===== src/rtl/bitty_pkg.sv =====
// Shared types and instruction field offsets for the parametrised bitty core.
package bitty_pkg;

  typedef enum logic [1:0] {IDLE, LOAD, EXEC, WB} state_t;

  typedef enum logic [2:0] {
    OP_ADD, OP_SUB, OP_AND, OP_OR, OP_XOR, OP_SHL, OP_SHR, OP_CMP
  } alu_op_t;

  typedef enum logic [1:0] {FMT_REG, FMT_IMM, FMT_NOP, FMT_ILL} fmt_t;

  localparam int FMT_LSB = 0;
  localparam int OP_LSB  = 2;
  localparam int IMM_LSB = 5;

endpackage


===== src/rtl/bitty_alu_p.sv =====
// Combinational ALU: unsigned arithmetic/logic, shifts and three-way compare.
module bitty_alu_p
  import bitty_pkg::*;
#(
  parameter int DATA_W = 16
) (
  input  logic [DATA_W-1:0] a,
  input  logic [DATA_W-1:0] b,
  input  alu_op_t           op,
  output logic [DATA_W-1:0] result,
  output logic              carry,
  output logic              zero
);

  localparam int SH_W = $clog2(DATA_W);

  logic [DATA_W:0]   sum;
  logic [SH_W-1:0]   shamt;

  assign sum   = {1'b0, a} + {1'b0, b};
  assign shamt = b[SH_W-1:0];

  always_comb begin
    result = '0;
    carry  = 1'b0;
    case (op)
      OP_ADD: begin
        result = sum[DATA_W-1:0];
        carry  = sum[DATA_W];
      end
      OP_SUB: begin
        result = a - b;
        carry  = (a < b);
      end
      OP_AND: result = a & b;
      OP_OR:  result = a | b;
      OP_XOR: result = a ^ b;
      OP_SHL: result = a << shamt;
      OP_SHR: result = a >> shamt;
      OP_CMP: begin
        if (a == b)     result = '0;
        else if (a > b) result = DATA_W'(1);
        else            result = DATA_W'(2);
      end
      default: result = '0;
    endcase
  end

  assign zero = (result == '0);

endmodule


===== src/rtl/bitty_core_p.sv =====
// Parametrised bitty core: register file, instruction register and a
// four-state latch/load/execute/writeback sequencer around bitty_alu_p.
module bitty_core_p
  import bitty_pkg::*;
#(
  parameter int              DATA_W    = 16,
  parameter int              NUM_REGS  = 8,
  parameter int              REG_AW    = $clog2(NUM_REGS),
  parameter int              INSTR_W   = 2*REG_AW + 10,
  parameter int              IMM_W     = INSTR_W - REG_AW - 5,
  parameter logic [DATA_W-1:0] RESET_VAL = DATA_W'(10)
) (
  input  logic               clk,
  input  logic               reset,
  input  logic               run,
  input  logic [INSTR_W-1:0] d_instr,
  input  logic [REG_AW-1:0]  dbg_sel,
  output logic [DATA_W-1:0]  d_out,
  output logic               done,
  output logic               busy,
  output logic               flag_c,
  output logic               flag_z,
  output logic               illegal,
  output logic [DATA_W-1:0]  dbg_data
);

  logic [DATA_W-1:0]  regs [NUM_REGS];
  state_t             state;
  logic [INSTR_W-1:0] ir;
  logic [DATA_W-1:0]  s_reg;
  logic [DATA_W-1:0]  c_reg;

  logic [REG_AW-1:0]  rx;
  logic [REG_AW-1:0]  ry;
  alu_op_t            op;
  fmt_t               fmt;
  logic [IMM_W-1:0]   imm;
  logic [DATA_W-1:0]  b_opnd;
  logic               wr_en;

  logic [DATA_W-1:0]  alu_res;
  logic               alu_c;
  logic               alu_z;

  assign rx     = ir[INSTR_W-1 -: REG_AW];
  assign ry     = ir[INSTR_W-REG_AW-1 -: REG_AW];
  assign op     = alu_op_t'(ir[OP_LSB +: 3]);
  assign fmt    = fmt_t'(ir[FMT_LSB +: 2]);
  assign imm    = ir[IMM_LSB +: IMM_W];
  assign b_opnd = (fmt == FMT_IMM) ? DATA_W'(imm) : regs[ry];
  // NOP and ILL formats still walk EXEC/WB but must leave all state untouched
  assign wr_en  = (fmt == FMT_REG) || (fmt == FMT_IMM);

  bitty_alu_p #(.DATA_W(DATA_W)) u_alu (
    .a      (s_reg),
    .b      (b_opnd),
    .op     (op),
    .result (alu_res),
    .carry  (alu_c),
    .zero   (alu_z)
  );

  always_ff @(posedge clk) begin
    if (reset) begin
      state  <= IDLE;
      ir     <= '0;
      s_reg  <= '0;
      c_reg  <= '0;
      flag_c <= 1'b0;
      flag_z <= 1'b0;
      for (int i = 0; i < NUM_REGS; i++) regs[i] <= RESET_VAL;
    end else begin
      case (state)
        IDLE: if (run) begin
          ir    <= d_instr;
          state <= LOAD;
        end
        LOAD: begin
          s_reg <= regs[rx];
          state <= EXEC;
        end
        EXEC: begin
          if (wr_en) begin
            c_reg  <= alu_res;
            flag_c <= alu_c;
            flag_z <= alu_z;
          end
          state <= WB;
        end
        WB: begin
          if (wr_en) regs[rx] <= c_reg;
          state <= IDLE;
        end
        default: state <= IDLE;
      endcase
    end
  end

  assign d_out    = c_reg;
  assign done     = (state == WB);
  assign busy     = (state != IDLE);
  assign illegal  = done && (fmt == FMT_ILL);
  assign dbg_data = regs[dbg_sel];

endmodule


===== config.mk =====
export PLATFORM = sky130hd
export DESIGN_NAME = bitty_core_p
export DESIGN_NICKNAME = d
export VERILOG_FILES = /design/src/rtl/bitty_pkg.sv /design/src/rtl/bitty_alu_p.sv /design/src/rtl/bitty_core_p.sv
export SDC_FILE = /design/constraint.sdc
export NUM_CORES = 1
export LEC_CHECK = 0
export CAP_MARGIN = 20
export CORE_MARGIN = 4
export CORE_UTILIZATION = 40
export CTS_CLUSTER_SIZE = 8
export DETAILED_ROUTE_END_ITERATION = 10
export GPL_TIMING_DRIVEN = 0
export PLACE_DENSITY = 0.59
export SLEW_MARGIN = 20
export SYNTH_ARGS = -nofsm -noshare
export SYNTH_HDL_FRONTEND = slang
export SYNTH_SLANG_ARGS = --single-unit

===== constraint.sdc =====
create_clock -name clk -period 8.35 [get_ports clk]
set_clock_uncertainty 0.2 [all_clocks]
set_input_delay 0.835 -clock clk [delete_from_list [all_inputs] [get_ports clk]]
set_output_delay 0.835 -clock clk [all_outputs]
set_load 0.005 [all_outputs]

* Yosys cells after proc, flatten, opt, wreduce, memory -nomap -nowiden
Memory sizes are Yosys's and may differ from the RTL's. A register that Yosys moved wholly into a read port is not among the register bits.
Cells that the tools add are included.
** Word-level totals
- Logic and storage cells :: 57
- Register bits :: 36
- RAM bits :: 128
- Memories :: 1
- Input bits :: 22
** Memories
- regs :: depth 8, width 16, read ports 3, clocked after memory_dff 2, write ports 8, RTL line bitty_core_p.sv:27 : logic [DATA_W-1:0] regs [NUM_REGS];
** Cells by class
- Eq/ne operators :: 14
- $lt $le $gt $ge :: 2
- Reductions and logical operators :: 10
- $add $sub $neg :: 2
- Shift operators :: 2
- Bitwise logic cells :: 3
- Muxes and demuxes :: 18
** Operator list (count)
- case mux 16 bit (8 select lines) :: 1
- 2-to-1 mux 16 bit :: 3
- adder 16 x 16 -> 17 bit :: 1
- bitwise AND 16 bit :: 1
- equality test 16 bit :: 1
- > comparator 16 bit :: 1
- zero test 16 bit :: 1
- < comparator 16 bit :: 1
- bitwise OR 16 bit :: 1
- OR reduction 16 bit :: 1
- left shift 16 x 4 -> 16 bit :: 1
- right shift 16 x 4 -> 16 bit :: 1
- subtractor 16 bit :: 1
- XOR 16 bit :: 1
- equality test 3 bit, second input constant :: 4
- 2-to-1 mux 3 bit :: 3
- case mux 2 bit (4 select lines) :: 1
- 2-to-1 mux 1 bit :: 7
- equality test 2 bit, second input constant :: 3
- equality test 3 x 2 -> 1 bit, second input constant :: 2
- equality test 2 x 1 -> 1 bit, second input constant :: 2
- zero test 2 bit :: 2
- 2-to-1 mux 2 bit :: 2
- AND reduction 2 bit :: 2
- 7 further kinds :: 7

* Logic depth before layout (Yosys ltp)
- Depth after elaboration :: 8
- Gate-level depth with buffers :: 21
- Mapped depth without buffers :: 18

* Modules after synthesis
From an unflattened synthesis, not the netlist that was laid out.
** Second synthesis, totals
- Cells, all modules :: 1368
- Area, all modules :: 13795.7 µm²
** By module, submodules not included
- bitty_core_p :: cells an instance 803, instances 1, sequential area each 4944.7 µm², area an instance 9997.1 µm²
- bitty_alu_p :: cells an instance 565, instances 1, sequential area each 0.0 µm², area an instance 3798.6 µm²

* Least setup slack after synthesis
Ideal clock, no wire load.
- Path kind :: reg2reg
- From :: register with a tool-made name
- To :: register flag_z
- Arrival time :: 4.589 ns
- Setup slack :: 3.502 ns
- Data required time :: 8.091 ns
- Stages on the path, launching flop included :: 21
- Library setup time :: 0.059 ns
- Buffers on the path :: 4
- Path through :: dfxtp_1 buf_6 buf_8 buf_1 mux4_2 mux2i_1 nor2_1 a21oi_1 ha_1 clkbuf_1 and3_1 a2111oi_0 nor2_1 a21o_1 a211oi_1 a21oi_1 xnor2_1 a211oi_1 and4b_1 nand4_1 nand2_1
** RTL lines
- to (signal assigned) :: RTL line bitty_core_p.sv:86 : flag_z <= alu_z;
- to (decl) :: RTL line bitty_core_p.sv:22 : output logic flag_z,

==> flow_summary.yaml <==
power:
  totalPowerFinal_mw: 4.09
  combPwrFrac: 0.482
  irDropWorstVdd_mv: 0.162
  seq_power_share: 0.310
  p_int_mw: 2.26
  switching_share: 0.447
  power.share.clock: 0.208
  power_switching_mw: 1.82
  power-per-cell-area_nw_per_um2: 271
  p_leak_nw: 5.27
global_route:
  grt_pass1_vias: 10730
  grt_overflow: 0
  grt_pass1_wl_um: 69300
  grt_max_degree: 19
  grt.total_usage: 0.255
  antenna_found_initial: 0
logic_synthesis:
  syn_inst: 1256
  synth.largest_area_cell: "edfxtp_1"
  syn-cell-area_um2: 13300
  ys_ff_latch: 183
  synth.distinct_cells: 71
  synth_common_cells: "edfxtp_1, and2_1, mux4_2, nand2_1, nor2_1"
  ys.flop_type: "edfxtp_1"
  yosysWarnings: 0
  synth_edf_count: 128
  netlist.area_leader.share: 0.288
  async_flop_share: 0
  synth.area.top_cells: "edfxtp_1, mux4_2, dfxtp_1, and2_1, ha_1"
  syn_nets: 1334
  synth.avg_cell_area_um2: 10.6
  ys_seq_area_frac: 0.371
  yosysMostFrequentCell: "edfxtp_1"
placed_design:
  place_hpwl_um: 36500
  place_area_um2: 14400
  portBuffers: 55
  gp_congestion: 1.02
hold_path:
  holdCritStartpoint: "ir[6]"
  min_to: "ir[6]"
  hold_depth: 2
  hp-class: "reg -> reg"
drt:
  ant_nets: 0
  wl_um: 46300
  drcViolationCount: 0
  detail_route.iter0.violations: 1301
  viasPerCell: 6.17
  num_vias: 11022
  avgRoutedWirePerCell_um: 25.9
  drt_first_pass_iters: 6
cts:
  clock_path_buffers: 2
  clock_sinks: 183
  cts_tree: "built"
  numCtsBuffers: 17
  cts_setup_buffers: 0
  ctsResizeCount: 0
  cts_max_level: 4
  clock_latency_ns: 0.45
  holdBufCountCts: 0
  clock-root-buffer: "clkbuf_16"
  clk_pin_slew_worst_paths_ns: 0.08
setup_path:
  critPathLaunchType: "flip-flop"
  r2r_slack_ns: 1.67
  end_kind: "flip-flop"
  critPathKind: "reg -> reg"
  r2r_cells: 20
  critPathRequiredTime_ns: 8.54
  rr_endpoint: "flag_z"
  cp.arrival_ns: 6.87
  critPathMaxFanout: 10
floorplan:
  io_pins: 59
  core_um2: 32700
  die_y_um: 191
  die_width_um: 191
  initial_core_util: 0.408
  rows: 66
  dieArea_um2: 36300
timing:
  tightest_slew_ns: 1.08
  report.final.setup_viol: 0
  slew_headroom: 0.276
  period_minus_slack_ns: 6.68
  hold_ws_ns: 0.265
  rsz0062_at_grt: "no"
  hold_violations: 0
  slew_viol_final: 0
  fmax_mhz: 150
  final.period_utilization: 0.800
  final.setup.tns_ns: 0
run_status:
  outcome: "complete, no violations"
run:
  drv_cap: 0
cells_and_area:
  largest_reg_flops: 128
  fillers: 3134
  area_delta_synth_final_pct: 13.0
  fin_util: 0.460
  regMostFlops: "regs"
  nNetsFinal: 1409
  antenna_cells: 0
  drive_above_1_share: 0.147
  fin_area_um2: 15100
==> stage by stage <==
step	setup WS, ns	std cells
after global routing	1.32	1786
after CTS	1.65	1785
after detailed placement	1.70	1753
after global placement	1.48	1753
final	1.67	1786
after floorplan	3.50	1256
==> power groups by stage <==
| stage | logic [mW] | registers, mW | clock network [mW] |
|---|---|---|---|
| after CTS | 1.94 | 1.26 | 0.853 |
| final | 1.97 | 1.27 | 0.851 |
| after floorplan | 1.32 | 1.17 | 0 |
| after detailed placement | 1.92 | 1.28 | 0 |
| after global placement | 1.93 | 1.28 | 0 |
| after global routing | 2.11 | 1.28 | 0.893 |
==> layout make-up <==
cell class	count	area (µm²)	area share
timing repair buffer	56	562	0.0373
tap	442	553	0.0367
clock inverter	15	184	0.0122
inverter	52	198	0.0131
sequential	183	4940	0.328
buffer	95	423	0.0281
clock buffer	17	425	0.0283
multi-input combinational	926	7770	0.516
==> critical path, cell delays in order (launching register included) <==
cell and delay [ns]:
dfxtp_1 0.33, buf_6 0.16, buf_8 0.17, buf_1 0.65, mux4_2 0.61, mux2i_1 0.26, nor2_1 0.07, a21oi_1 0.47
ha_1 0.35, clkbuf_1 0.19, and3_1 0.21, a2111oi_1 0.82, nor2_1 0.24, a21o_1 0.23, a211oi_1 0.24, a21oi_1 0.08
xnor2_1 0.19, a211oi_1 0.57, and4b_1 0.31, nand4_1 0.16, nand2_1 0.11
==> cell usage in the layout, fill, tap and decap left out, types with 10 or more instances in the layout <==
master,n
buf_1,14
nand2b_1,11
nor2_1,89
mux4_2,94
buf_2,12
a211oi_1,53
clkbuf_1,60
xnor2_1,13
or3_1,18
edfxtp_1,128
o21ai_0,28
clkdlybuf4s50_1,55
a21o_1,11
ha_1,54
o22ai_1,10
mux2_2,27
clkbuf_16,17
nand2_1,94
dfxtp_1,55
nor3_1,17
or2_2,10
inv_1,49
a21oi_1,86
mux2i_1,53
nand3_1,12
and2_1,117
==> worst max path at each step <==
stage	to	slack (ns)	cells past startpoint
after floorplan	flag_z	3.50	20
after global placement	flag_z	1.48	20
after detailed placement	flag_z	1.70	20
after CTS	flag_z	1.65	20
after global routing	flag_z	1.32	20
final	flag_z	1.67	20
==> routing by layer <==
| metal | vias to the layer above | routed length (µm) | part of all wire | track usage |
|---|---|---|---|---|
| met2 | 554 | 22000 | 0.48 | 0.419 |
| li1 | 4880 | - | - | - |
| met4 | 0 | 1940 | 0.042 | 0.100 |
| met1 | 5483 | 19200 | 0.42 | 0.342 |
| met5 | - | 0 | 0 | 0 |
| met3 | 105 | 3110 | 0.067 | 0.0352 |
==> cells by family after synthesis <==
| logic type | after synthesis | synth area share |
|---|---|---|
| adders and majority gates | 56 | 0.0537 |
| xor gates and xnor gates | 17 | 0.0112 |
| DFF | 183 | 0.371 |
| AOI/OAI and AO/OA | 277 | 0.142 |
| muxes | 175 | 0.223 |
| buffers and inverters | 147 | 0.0465 |
| and+or+nand+nor | 401 | 0.153 |
Power figures use the tool's default switching activity.
